--- config.mk ---
export PLATFORM = sky130hd
export DESIGN_NAME = handshake_slave_rx
export DESIGN_NICKNAME = d
export VERILOG_FILES = /design/src/rtl/handshake_slave_rx.sv
export SDC_FILE = /design/constraint.sdc
export NUM_CORES = 1
export LEC_CHECK = 0
export ABC_AREA = 1
export CAP_MARGIN = 20
export CORE_ASPECT_RATIO = 1.4
export CORE_UTILIZATION = 49
export CTS_CLUSTER_DIAMETER = 30
export DETAILED_ROUTE_END_ITERATION = 10
export PLACE_DENSITY = 0.75
export SLEW_MARGIN = 5
export SYNTH_ARGS = -nofsm -noshare
export SYNTH_HDL_FRONTEND = slang
export SYNTH_SLANG_ARGS = --single-unit
--- constraint.sdc ---
create_clock -name clk -period 2.3 [get_ports clk]
set_clock_uncertainty 0.1 [all_clocks]
set_input_delay 0.46 -clock clk [delete_from_list [all_inputs] [get_ports clk]]
set_output_delay 0.46 -clock clk [all_outputs]
set_load 0.02 [all_outputs]
--- src/rtl/handshake_slave_rx.sv ---
// handshake_slave_rx
// ------------------
// Responder side of the 4-phase req/ack byte handshake. Each req/ack cycle
// delivers one byte into a small first-word-fall-through FIFO. The FIFO is
// drained by a downstream consumer over a valid/ready port. While the FIFO
// is full, ack is withheld, which throttles the master. After NUM_BYTES
// transfers the block sets a sticky done flag and refuses further requests.
// Protocol violations set a sticky proto_err flag.
//
// Parameters
//   NUM_BYTES  transfers expected before done is set
//   DEPTH      FIFO entries (power of 2, >= 2)
//   ACK_DELAY  extra cycles between seeing req high and raising ack (0..15)
//
// Ports
//   clk         clock, rising edge
//   rst         synchronous active-high reset
//   req, data   request and byte from the master (data valid while req=1)
//   ack         registered acknowledge to the master
//   out_valid   FIFO non-empty
//   out_data    FIFO head byte, meaningful while out_valid=1
//   out_ready   consumer pops the head when out_valid && out_ready
//   rx_count    bytes accepted since reset, saturating at 255
//   fifo_level  current FIFO occupancy
//   done        sticky, set once NUM_BYTES transfers have completed
//   proto_err   sticky protocol-violation flag

module handshake_slave_rx #(
  parameter int NUM_BYTES = 4,
  parameter int DEPTH     = 4,
  parameter int ACK_DELAY = 0
) (
  input  logic                     clk,
  input  logic                     rst,
  input  logic                     req,
  input  logic [7:0]               data,
  output logic                     ack,
  output logic                     out_valid,
  output logic [7:0]               out_data,
  input  logic                     out_ready,
  output logic [7:0]               rx_count,
  output logic [$clog2(DEPTH):0]   fifo_level,
  output logic                     done,
  output logic                     proto_err
);

  localparam int PTR_W = $clog2(DEPTH);
  localparam int LVL_W = PTR_W + 1;

  typedef enum logic [1:0] {
    S_WAIT_REQ = 2'd0,
    S_DELAY    = 2'd1,
    S_ACK      = 2'd2,
    S_DONE     = 2'd3
  } state_t;

  state_t             state, state_next;
  logic [3:0]         delay_cnt, delay_cnt_next;
  logic               push, pop, full, err_set;
  logic [PTR_W-1:0]   wr_ptr, rd_ptr;
  logic [LVL_W-1:0]   level_next;
  logic [7:0]         mem [DEPTH];

  // A pop on the same edge frees a slot, so a full FIFO can still accept a
  // byte when the consumer is taking the head at that moment.
  assign pop  = out_valid && out_ready;
  assign full = (fifo_level == LVL_W'(DEPTH)) && !pop;

  // Next-state and control decode.
  always_comb begin
    // NOTE: every signal gets a default before the case so no path leaves
    // it unassigned; otherwise synthesis would infer a latch.
    state_next     = state;
    delay_cnt_next = delay_cnt;
    push           = 1'b0;
    err_set        = 1'b0;

    case (state)
      S_WAIT_REQ: begin
        if (req && !full) begin
          if (ACK_DELAY == 0) begin
            push       = 1'b1;
            state_next = S_ACK;
          end else begin
            delay_cnt_next = 4'(ACK_DELAY - 1);
            state_next     = S_DELAY;
          end
        end
      end

      S_DELAY: begin
        if (!req) begin
          // Master withdrew req before we acknowledged it.
          err_set    = 1'b1;
          state_next = S_WAIT_REQ;
        end else if (delay_cnt == 4'd0) begin
          if (!full) begin
            push       = 1'b1;
            state_next = S_ACK;
          end else begin
            state_next = S_WAIT_REQ;
          end
        end else begin
          delay_cnt_next = delay_cnt - 4'd1;
        end
      end

      S_ACK: begin
        // rx_count already includes the byte pushed when ack rose.
        if (!req) begin
          state_next = (int'(rx_count) == NUM_BYTES) ? S_DONE : S_WAIT_REQ;
        end
      end

      S_DONE: begin
        if (req) err_set = 1'b1;
      end

      default: state_next = S_WAIT_REQ;
    endcase
  end

  always_comb begin
    level_next = fifo_level;
    case ({push, pop})
      2'b10:   level_next = fifo_level + LVL_W'(1);
      2'b01:   level_next = fifo_level - LVL_W'(1);
      default: level_next = fifo_level;
    endcase
  end

  // Control and status registers.
  always_ff @(posedge clk) begin
    if (rst) begin
      state      <= S_WAIT_REQ;
      delay_cnt  <= 4'd0;
      ack        <= 1'b0;
      done       <= 1'b0;
      proto_err  <= 1'b0;
      rx_count   <= 8'd0;
      wr_ptr     <= '0;
      rd_ptr     <= '0;
      fifo_level <= '0;
      out_valid  <= 1'b0;
    end else begin
      // NOTE: state is updated with non-blocking assignments so every
      // register samples the pre-edge values regardless of statement order.
      state      <= state_next;
      delay_cnt  <= delay_cnt_next;
      ack        <= (state_next == S_ACK);
      done       <= done | (state_next == S_DONE);
      proto_err  <= proto_err | err_set;
      if (push && rx_count != 8'hFF) rx_count <= rx_count + 8'd1;
      // Pointers are PTR_W bits wide, so they wrap modulo DEPTH by themselves.
      if (push) wr_ptr <= wr_ptr + PTR_W'(1);
      if (pop)  rd_ptr <= rd_ptr + PTR_W'(1);
      fifo_level <= level_next;
      out_valid  <= (level_next != '0);
    end
  end

  // NOTE: the storage array is deliberately not reset; emptiness is carried
  // by fifo_level and the pointers, so stale contents are never presented.
  always_ff @(posedge clk) begin
    if (push) mem[wr_ptr] <= data;
  end

  // Head of the FIFO read straight from storage: a byte written into an
  // empty FIFO is visible on the same edge that raises ack and out_valid.
  assign out_data = mem[rd_ptr];

endmodule
==> reports/qor.csv <==
stage,metric,value,unit
drt,vias,1941,
clocking,numCtsBuffers,9,
setup_path,crit_start,req,
flow_run,drv_cap,0,
sta,slew_viol_final,0,
clocking,cts.sinks,59,
layout,regArea,1500,um2
power_and_ir_drop,p_leak,1.34,nW
yosys,synthDominantCellAreaShare,0.370,
yosys,yosysTopAreaCell,edfxtp_1,
grt,antenna_found_initial,0,
setup_path,crit_top_cell,nor2_1,
placement,dpl.hpwl,3360,um
drt,dr.pass1.iters,4,
layout,drive_gt1_frac,0.159,
yosys,synth_cell_type_count,31,
placement,port-buffer-count,34,
setup_path,path_buf_inv,2,
floorplan,core,5120,um2
clocking,hold_buffers,0,
setup_path,path_delay_family,buffers and inverters,
grt,track_usage,0.205,
sta,period_needed,2.17,ns
grt,grt_max_degree,17,
setup_path,critPathRequiredTime,2.42,ns
layout,area_growth,27.5,%
grt,grt_pass1_wl,8530,um
setup_path,cp.arrival,2.29,ns
setup_path,r2r-end,out_valid$_SDFF_PP0_,
yosys,synth_area,2600,um2
hold_path,min_path_type,reg -> reg,
clocking,clock_path_buffers,2,
setup_path,slowest_delay,0.49,ns
power_and_ir_drop,p_clk_frac,0.337,
clocking,clock_latency,0.33,ns
grt,globalRouteOverflowTotal,0,
power_and_ir_drop,swShare,0.284,
sta,finalHoldViolations,0,
sta,worst_slew_pin_slew,0.336,ns
setup_path,endpoint_kind,flip-flop,
sta,finalCritPeriodShare,0.943,
power_and_ir_drop,peakVddDrop,0.000531,V
setup_path,cp-endpoint,out_valid$_SDFF_PP0_,
setup_path,worstPathMaxFanout,2,
placement,place_inst,369,
floorplan,dieHeight,88.1,um
sta,relSlewSlack,0.775,
drt,initialDrtViolationCount,82,
clocking,root_buffer,clkbuf_8,
yosys,synth.area.top_cells,"edfxtp_1, dfxtp_1, nor2_1",
power_and_ir_drop,p_seq_frac,0.436,
power_and_ir_drop,switching_power,0.000827,W
yosys,avgSynthCellArea,9.99,um2
yosys,synth_cells,260,
outcome,status,finished clean,
layout,fillers,453,
yosys,yosysSeqAreaShare,0.578,
placement,gp_congestion,0.721,
floorplan,dieArea,5600,um2
floorplan,rows,31,
layout,layout.nets,337,
clocking,cts_tree,built,
yosys,async_flop_share,0,
yosys,ys_top_cells_by_count,"nor2_1, edfxtp_1, nand2_1",
setup_path,crit_chain,"clkdlybuf4s50_1, inv_2, nor2_8, nand3_4, ha_2, fa_2, a21oi_1, o21ai_1, xor2_1, nor2_1, nor2_1",
clocking,clk_pin_slew,0.06,ns
yosys,ys_ff_latch,59,
yosys,ys_warn_count,0,
setup_path,critPathKind,in -> reg,
power_and_ir_drop,finalPower,0.00291,W
drt,route.detailed.drc,0,
layout,instances_no_fill,386,
floorplan,initial_core_util,0.507,
power_and_ir_drop,power_density,880,nW/um2
drt,ant_nets,0,
sta,final-setup-viol-count,0,
yosys,synth_edf_count,32,
sta,fin_hold_ws,0.357,ns
yosys,synth_fp_nets,282,
setup_path,cp_slowest_cell,clkdlybuf4s50_1,
setup_path,timing.rr.start,delay_cnt[1]$_SDFFE_PP0P_,
yosys,yosysMostFrequentCell,nor2_1,
clocking,cts_htree_levels,3,
drt,drt-vias-per-instance,5.03,
grt,grt_pass1_vias,1892,
setup_path,crit_cells,11,
power_and_ir_drop,power_frac_comb,0.226,
drt,routed_wl,5020,um
sta,rsz0062_at_grt,no,
sta,max_clock_freq,0.461,GHz
yosys,ys.flop_type,edfxtp_1,
floorplan,io_pins,35,
layout,insertedDiodeCount,0,
floorplan,die_w,63.5,um
power_and_ir_drop,intPower,0.00209,W
layout,multi_input_area,956,um2
drt,wl_per_cell,13.0,um
setup_path,reg2regPathDepth,12,
setup_path,reg2reg_slack,0.15,ns
setup_path,critPathLaunchType,input pin,
-- power by group through the flow --
| stage | registers, W | clock network, W | logic [W] |
|---|---|---|---|
| after CTS | 0.00127 | 0.000999 | 0.000662 |
| after floorplan | 0.00133 | 0 | 0.000342 |
| after global placement | 0.00129 | 0 | 0.000660 |
| after global routing | 0.00128 | 0.00106 | 0.000729 |
| final | 0.00127 | 0.000982 | 0.000660 |
| after detailed placement | 0.00129 | 0 | 0.000678 |
-- per-layer routing --
layer,track usage,vias to the layer above,routed length (um)
met4,0.103,0,96
met2,0.374,41,2730
met3,0.0638,7,207
li1,-,983,-
met1,0.210,910,1990
met5,0,-,0
-- sequential cells by signal, indices dropped and copies added (netlist names), named ones only --
| name | count |
|---|---|
| rx_count | 8 |
| out_valid | 1 |
| proto_err | 1 |
| rd_ptr | 2 |
| done | 1 |
| mem | 32 |
| wr_ptr | 2 |
| ack | 1 |
| delay_cnt | 4 |
| state | 2 |
| fifo_level | 3 |
-- worst min-delay path, stage by stage (launching register included) --
cell	delay, ns
dfxtp_1	0.31
nand2_1	0.06
nand2_1	0.05
-- layout make-up --
class	count	area share
clock buffer	9	0.0374
timing repair buffer	49	0.134
multi-input combinational	164	0.289
clock inverter	7	0.0249
sequential	59	0.454
inverter	32	0.0363
tap	66	0.0249
-- repair_timing --
| action | 4_1_cts | 5_1_grt |
|---|---|---|
| setup endpoints to repair | 10 | 2 |
| gates resized for setup | 11 | 4 |
| pin swaps | 0 | 3 |
| buffers inserted | 0 | 1 |
-- kinds of logic after synthesis --
logic type,synth area share
flip-flops,0.578
XOR/XNOR,0.0236
buffers and inverters,0.0573
AO/OA/AOI/OAI,0.105
multiplexers,0.00386
adder cells (fa/ha/maj),0.0511
AND/OR/NAND/NOR,0.181
-- worst min path at each step --
stage                                 startpoint  cells past startpoint              end
after floorplan           rd_ptr[0]$_SDFFE_PP0P_                      1        flip-flop
after global placement           done$_SDFF_PP0_                      2  done$_SDFF_PP0_
after detailed placement         done$_SDFF_PP0_                      2  done$_SDFF_PP0_
after CTS                        done$_SDFF_PP0_                      2  done$_SDFF_PP0_
after global routing             done$_SDFF_PP0_                      2  done$_SDFF_PP0_
final                            done$_SDFF_PP0_                      2  done$_SDFF_PP0_
-- cells in the final DEF, fill, tap and decap left out, drive strengths merged --
cell type,instances
dlygate4sd2,8
mux2i,1
ha,9
o22ai,8
xnor2,1
nor3b,2
inv,32
fa,1
clkinv,5
nor2,47
nand2,32
bufinv,2
o21ai,29
xor2,6
dfxtp,27
edfxtp,32
buf,15
nand4,2
nor3,2
clkbuf,9
clkdlybuf4s50,26
nand3,10
a21oi,14
-- stage by stage --
stage / TNS, ns / util / worst slack [ns] / cell area [um2]
2_1_floorplan: 0 / - / 0.00644 / 2600
3_3_place_gp: -0.635 / 0.605 / -0.269 / 3100
3_5_place_dp: -0.796 / 0.605 / -0.332 / 3100
4_1_cts: 0 / 0.643 / 0.00678 / 3290
5_1_grt: 0 / 0.647 / 0.00154 / 3310
6_report: 0 / 0.647 / 0.130 / 3310
Note: power is estimated with default switching activity, not from simulation.
